File: config.mk
export PLATFORM = sky130hd
export DESIGN_NAME = rect_render
export DESIGN_NICKNAME = d
export VERILOG_FILES = /design/src/rtl/rect_render.sv
export SDC_FILE = /design/constraint.sdc
export NUM_CORES = 1
export LEC_CHECK = 0
export BUFFER_PORTS_ARGS = -buffer_cell sky130_fd_sc_hd__buf_2
export CAP_MARGIN = 20
export CORE_AREA = 5 5 106 108
export CTS_CLUSTER_DIAMETER = 30
export DETAILED_ROUTE_END_ITERATION = 8
export DIE_AREA = 0 0 111 113
export HOLD_SLACK_MARGIN = 0.06
export PLACE_DENSITY = 0.8
export SKIP_CTS_REPAIR_TIMING = 1
export SLEW_MARGIN = 20
export SYNTH_ARGS = -nofsm -noshare
export SYNTH_HDL_FRONTEND = slang
export SYNTH_SLANG_ARGS = --single-unit
File: constraint.sdc
create_clock -name i_clk -period 2.5 [get_ports i_clk]
set_input_delay 0 -clock i_clk [delete_from_list [all_inputs] [get_ports i_clk]]
set_output_delay 0 -clock i_clk [all_outputs]
set_load 0.03 [all_outputs]
File: src/rtl/rect_render.sv
// Rectangle renderer on a VGA-style raster: sync/DE timing plus a single
// filled rectangle. Define RECT_BORDER_EN to draw a 1-pixel outline instead.
module rect_render #(
    parameter int H_ACTIVE = 640,
    parameter int H_FP     = 16,
    parameter int H_SYNC   = 96,
    parameter int H_BP     = 48,
    parameter int V_ACTIVE = 480,
    parameter int V_FP     = 10,
    parameter int V_SYNC   = 2,
    parameter int V_BP     = 33
) (
    input  logic        i_clk,
    input  logic        i_rst,
    input  logic        i_pix_stb,
    input  logic [11:0] i_x1,
    input  logic [11:0] i_x2,
    input  logic [11:0] i_y1,
    input  logic [11:0] i_y2,
    input  logic [11:0] i_fg,
    input  logic [11:0] i_bg,
    output logic        o_hs,
    output logic        o_vs,
    output logic        o_de,
    output logic [11:0] o_rgb,
    output logic        o_frame_end
);

    localparam int H_TOTAL = H_ACTIVE + H_FP + H_SYNC + H_BP;
    localparam int V_TOTAL = V_ACTIVE + V_FP + V_SYNC + V_BP;

    localparam logic [11:0] H_LAST     = 12'(H_TOTAL - 1);
    localparam logic [11:0] V_LAST     = 12'(V_TOTAL - 1);
    localparam logic [11:0] H_VIS      = 12'(H_ACTIVE);
    localparam logic [11:0] V_VIS      = 12'(V_ACTIVE);
    localparam logic [11:0] V_VIS_LAST = 12'(V_ACTIVE - 1);
    localparam logic [11:0] HS_START   = 12'(H_ACTIVE + H_FP);
    localparam logic [11:0] HS_END     = 12'(H_ACTIVE + H_FP + H_SYNC);
    localparam logic [11:0] VS_START   = 12'(V_ACTIVE + V_FP);
    localparam logic [11:0] VS_END     = 12'(V_ACTIVE + V_FP + V_SYNC);

    logic [11:0] h_cnt;
    logic [11:0] v_cnt;
    logic [11:0] x1_s;
    logic [11:0] x2_s;
    logic [11:0] y1_s;
    logic [11:0] y2_s;

    logic        h_wrap;
    logic        v_wrap;
    logic        latch_edges;
    logic        de_c;
    logic        hs_c;
    logic        vs_c;
    logic        in_x;
    logic        in_y;
    logic        fg_sel;
    logic [11:0] rgb_c;
`ifdef RECT_BORDER_EN
    logic        on_edge;
`endif

    // Everything below is decoded from the current (pre-increment) counters.
    always_comb begin
        h_wrap      = (h_cnt == H_LAST);
        v_wrap      = (v_cnt == V_LAST);
        latch_edges = h_wrap && (v_cnt == V_VIS_LAST);

        de_c = (h_cnt < H_VIS) && (v_cnt < V_VIS);
        hs_c = !((h_cnt >= HS_START) && (h_cnt < HS_END));
        vs_c = !((v_cnt >= VS_START) && (v_cnt < VS_END));

        // Inverted edges (x1 > x2 or y1 > y2) make these false: empty rectangle.
        in_x = (h_cnt >= x1_s) && (h_cnt <= x2_s);
        in_y = (v_cnt >= y1_s) && (v_cnt <= y2_s);

`ifdef RECT_BORDER_EN
        on_edge = (h_cnt == x1_s) || (h_cnt == x2_s) ||
                  (v_cnt == y1_s) || (v_cnt == y2_s);
        fg_sel  = in_x && in_y && on_edge;
`else
        fg_sel  = in_x && in_y;
`endif

        if (!de_c) begin
            rgb_c = '0;
        end else if (fg_sel) begin
            rgb_c = i_fg;
        end else begin
            rgb_c = i_bg;
        end
    end

    always_ff @(posedge i_clk or negedge i_rst) begin
        if (!i_rst) begin
            h_cnt <= '0;
            v_cnt <= '0;
        end else if (i_pix_stb) begin
            if (h_wrap) begin
                h_cnt <= '0;
                v_cnt <= v_wrap ? 12'd0 : v_cnt + 12'd1;
            end else begin
                h_cnt <= h_cnt + 12'd1;
            end
        end
    end

    // Edges are shadowed once per frame, after the last visible pixel, so a
    // frame never shows a half-updated rectangle.
    always_ff @(posedge i_clk or negedge i_rst) begin
        if (!i_rst) begin
            x1_s <= 12'hFFF;
            x2_s <= 12'h000;
            y1_s <= 12'hFFF;
            y2_s <= 12'h000;
        end else if (i_pix_stb && latch_edges) begin
            x1_s <= i_x1;
            x2_s <= i_x2;
            y1_s <= i_y1;
            y2_s <= i_y2;
        end
    end

    always_ff @(posedge i_clk or negedge i_rst) begin
        if (!i_rst) begin
            o_hs        <= 1'b1;
            o_vs        <= 1'b1;
            o_de        <= 1'b0;
            o_rgb       <= '0;
            o_frame_end <= 1'b0;
        end else begin
            // Pulse lasts one i_clk even when strobes are sparse.
            o_frame_end <= i_pix_stb && latch_edges;
            if (i_pix_stb) begin
                o_hs  <= hs_c;
                o_vs  <= vs_c;
                o_de  <= de_c;
                o_rgb <= rgb_c;
            end
        end
    end

endmodule

Yosys cells after proc, flatten, opt, wreduce, memory -nomap -nowiden
Cells that the tools add are included.
- $add $sub $neg: 2
- magnitude comparators: 10
- equal/unequal tests: 3
- mux-type cells: 4
- reduce and logical (&&, ||, !) cells: 11
- operators with widths (cell ; count):
    $mux 12 ; 4
    $add 12x1->12 const B ; 2
    $eq 12x10->1 const B ; 2
    $ge 12x12->1 ; 2
    $le 12x12->1 ; 2
    $lt 12x10->1 const B ; 2
    $lt 12x9->1 const B ; 2
    $eq 12x9->1 const B ; 1
    $ge 12x10->1 const B ; 1
    $ge 12x9->1 const B ; 1
    $logic_and 1x1->1 ; 8
    $logic_not 1->1 ; 2
    $reduce_and 2->1 ; 1
- bits in registers: 88
- bits of input ports: 75
- output and inout port bits: 16

Logic depth before layout (Yosys ltp)
- depth after elaboration: 5
- depth in mapped cells: 9
- mapped depth without buffers: 8

Worst setup path after synthesis
OpenSTA, ideal clock, no wires.
- path kind: reg-to-reg
- from: register x1_s[9]
- to: register o_rgb[1]
- library setup time: 0.126 ns
- arrival time: 2.351 ns
- data required time: 2.374 ns
- path slack: 0.022 ns
- stages on the path, launching flop included: 10
- clock period less this slack: 2.478 ns
- cell sequence: dfstp_2 inv_1 ha_1 nand4_1 or3_1 o32a_1 a22oi_4 buf_6 a21oi_1 a311o_1
- longest elaborated chain between the ends: 5
- ends and longest elaborated chain (item ; RTL line ; RTL):
    from (decl) ; 44 ; logic [11:0] x1_s;
    from (signal assigned) ; 117 ; x1_s <= i_x1;
    $ge 12x12->1 ; 74 ; in_x = (h_cnt >= x1_s) && (h_cnt <= x2_s);
    $logic_and 1x1->1 ; 74 ;
    $logic_and 1x1->1 ; 82 ; fg_sel = in_x && in_y;
    $mux 12 ; 87 ; end else if (fg_sel) begin
    $mux 12 ; 85 ; if (!de_c) begin
    to (signal assigned) ; 138 ; o_rgb <= rgb_c;
    to (decl) ; 25 ; output logic [11:0] o_rgb,
Every way passes these cells.
A chain may end at the register's enable or synchronous reset.

Worst setup path after layout
- from: register x1_s[9]
- to: register o_rgb[11]
Same word-level chain as after synthesis.

==> impl_metrics.toml <==
[timing]
holdWs_ns = 0.02055
period_needed_ns = 2.676
rsz0062_at_grt = "yes"
fin_ws_ns = -0.1757
skew_ns = 0.008041
slew_headroom_pct = 61.73
max_freq_ghz = 0.3737
worst_pin_slew_ns = 0.5687
final_max_slew_viol_count = 0
fin_setup_tns_ns = -1.466
setup_viol = 12
fin_crit_sh_pct = 107.0
hold_violations = 0

[pwr]
peakVddDrop_mv = 0.2891
power_density_nw_per_um2 = 448.6
power_leakage_nw = 3.446

[placed_design]
port_buffers = 90
gp_congestion = 0.8370
place_ws_ns = -0.2279
place_hpwl_um = 9588

[floorplan]
core_area_um2 = 10140
rows = 37
initial_core_util_pct = 49.54
die_w_um = 111
dieHeight_um = 113
io_pins = 91
die_area_um2 = 12540

[cts]
cts_buffers = 9
clk_latency_ns = 0.37
cts_tree = "done"
htreeDepth = 3
clock-sinks = 88
cts_root_buf = "clkbuf_8"
clk_pin_slew_ns = 0.09
clock_path_buffers = 2

[layout]
antenna_cells = 0
drive_gt1_share_pct = 28.79
nets = 827
utilization_pct = 67.32
syn_to_final_growth_pct = 35.90

[logic_synthesis]
synth_area_leader_cell = "dfrtp_1"
ys_ff_latch = 88
ys_types = 55
synth_cells = 512
post-synth-top-area-fraction_pct = 30.89
ys_seq_area_share_pct = 44.49
mappedNetlistArea_um2 = 5022
synth_nets = 639
ys_top_cells_by_area = "dfrtp_1, dfstp_2, ha_1, nand2_1, o21ai_0"
yosysMostFrequentCell = "nand2_1"
ys_warn_count = 0
synthTopCellsByCount = "nand2_1, dfrtp_1, ha_1, inv_1, o21ai_0"
avgSynthCellArea_um2 = 9.809
async_flop_share_pct = 100.0
ys.flop_type = "dfrtp_1"
synth_enable_flop_cells = 0

[drt]
drtIter0Drc = 371
route.final.wire_length_um = 14030
ant_nets = 0
num_vias = 4628
route.detailed.wl_per_inst_um = 16.68
drt_pass1_iterations = 5
drc = 0
routed_via_density = 5.503

[global_routing]
grt_pass1_vias = 4461
grt.overflow.total = 0
grt_pass1_wl_um = 21030
grt_max_degree = 55
antenna_found_initial = 0
track_usage_pct = 20.46

[critical_path]
cp-start-kind = "register"
slowest_stage = "dfstp_2"
cp.required_ns = 2.75
regToRegSetupSlack_ns = -0.18
cpPeakStageDelay_ns = 0.53
worstSetupPathType = "register to register"
path_buf_inv = 2
worstPathCellList = "inv_2 > ha_4 > nand4_1 > or3_1 > o32a_1 > a22oi_4 > clkbuf_16 > a21oi_1 > a311o_1"
r2r_end = "o_rgb[11]"
worst-path-max-fanout = 7
r2r_start = "x1_s[9]"
end_kind = "register"
critPathArrivalTime_ns = 2.92
crit_family = "compound AO/OA/AOI/OAI gates"
reg2reg_depth = 9

[flow_run]
drv_cap = 0

[min_path]
worstHoldEndpoint = "o_rgb[6]"
hold_class = "primary input to register"
hold_depth = 4
min-delay-start = "i_bg[6]"

[run_status]
violations = "negative setup slack"
outcome = "complete, but fails checks"
cell families after synthesis:
kind of cell             share of synthesized area [%]
buffers and inverters                            6.153
AND/OR/NAND/NOR                                  14.65
adder cells (fa/ha/maj)                          12.95
multiplexers                                     1.320
AO/OA/AOI/OAI                                    17.99
XOR/XNOR                                         2.442
flip-flops                                       44.49
where the power goes:
| part | total (mW) | internal, mW | switching, mW |
|---|---|---|---|
| sequential | 1.53 | 1.47 | 0.0595 |
| combinational | 0.555 | 0.285 | 0.270 |
| clock | 0.976 | 0.457 | 0.519 |
| total | 3.06 | 2.21 | 0.849 |
through the flow:
stage / area (um2) / total power, mW / std cells
finish: 6825 / 3.062 / 841
detailed placement: 5854 / 2.011 / 757
global placement: 5854 / 1.988 / 757
global route: 6825 / 3.198 / 841
floorplan: 5022 / 1.765 / 512
CTS: 6042 / 2.975 / 773
cells in the final DEF (no fill, tap or decap), drive strengths merged, types with 2 or more instances in the layout:
cell type,n
buf,128
nand2,77
dlygate4sd3,66
dfrtp,62
o21ai,53
ha,52
inv,50
a21oi,29
dfstp,26
nand4,14
o2bb2ai,13
a311o,12
xnor2,11
clkbuf,11
nand3,9
nor2,8
a21o,8
or3,6
nor3,6
mux2,5
nand2b,5
and3,4
and2,4
xor2,3
clkinv,3
nor2b,3
o32a,2
nor4,2
a31oi,2
and4bb,2
o211ai,2
a211oi,2
o31ai,2
o21a,2
or4b,2
clkinvlp,2
a22oi,2
o41ai,2
worst register-to-register path: stages (launching register included):
cell,delay (ns)
dfstp_2,0.53
inv_2,0.05
ha_4,0.27
nand4_1,0.14
or3_1,0.34
o32a_1,0.41
a22oi_4,0.26
clkbuf_16,0.20
a21oi_1,0.07
a311o_1,0.29
layout make-up:
type | instances | area (um2)
inverter | 50 | 187.7
clock buffer | 10 | 127.6
tap | 136 | 170.2
clock inverter | 6 | 60.06
timing repair buffer | 195 | 1461
multi-input combinational | 356 | 2584
sequential | 88 | 2235
fill | 763 | 3313
state kept, by name, indices dropped and copies added (netlist names):
| register | flops |
|---|---|
| y1_s | 12 |
| o_de | 1 |
| x1_s | 12 |
| h_cnt | 12 |
| v_cnt | 12 |
| y2_s | 12 |
| o_rgb | 12 |
| x2_s | 12 |
| o_hs | 1 |
| o_frame_end | 1 |
| o_vs | 1 |
metal layers:
metal	vias to the layer above	GRT usage (%)	part of all wire [%]
met5	-	0	0
met3	48	3.209	5.2
met2	179	35.64	51
met1	2207	25.34	40
li1	2194	-	-
met4	0	8.703	3.7
worst max path at each step:
| stage | start | depth (start not counted) | end | slack [ns] |
|---|---|---|---|---|
| 5_1_grt | x1_s[9] | 9 | o_rgb[11] | -0.25 |
| 2_1_floorplan | x1_s[9] | 9 | o_rgb[1] | 0.02 |
| 3_5_place_dp | x1_s[11] | 9 | o_rgb[2] | -0.23 |
| 4_1_cts | x1_s[11] | 9 | o_rgb[2] | -0.25 |
| 6_report | x1_s[9] | 9 | o_rgb[11] | -0.18 |
| 3_3_place_gp | x1_s[9] | 9 | o_rgb[5] | -0.1 |
No activity file was read; power rests on OpenSTA's default activity.
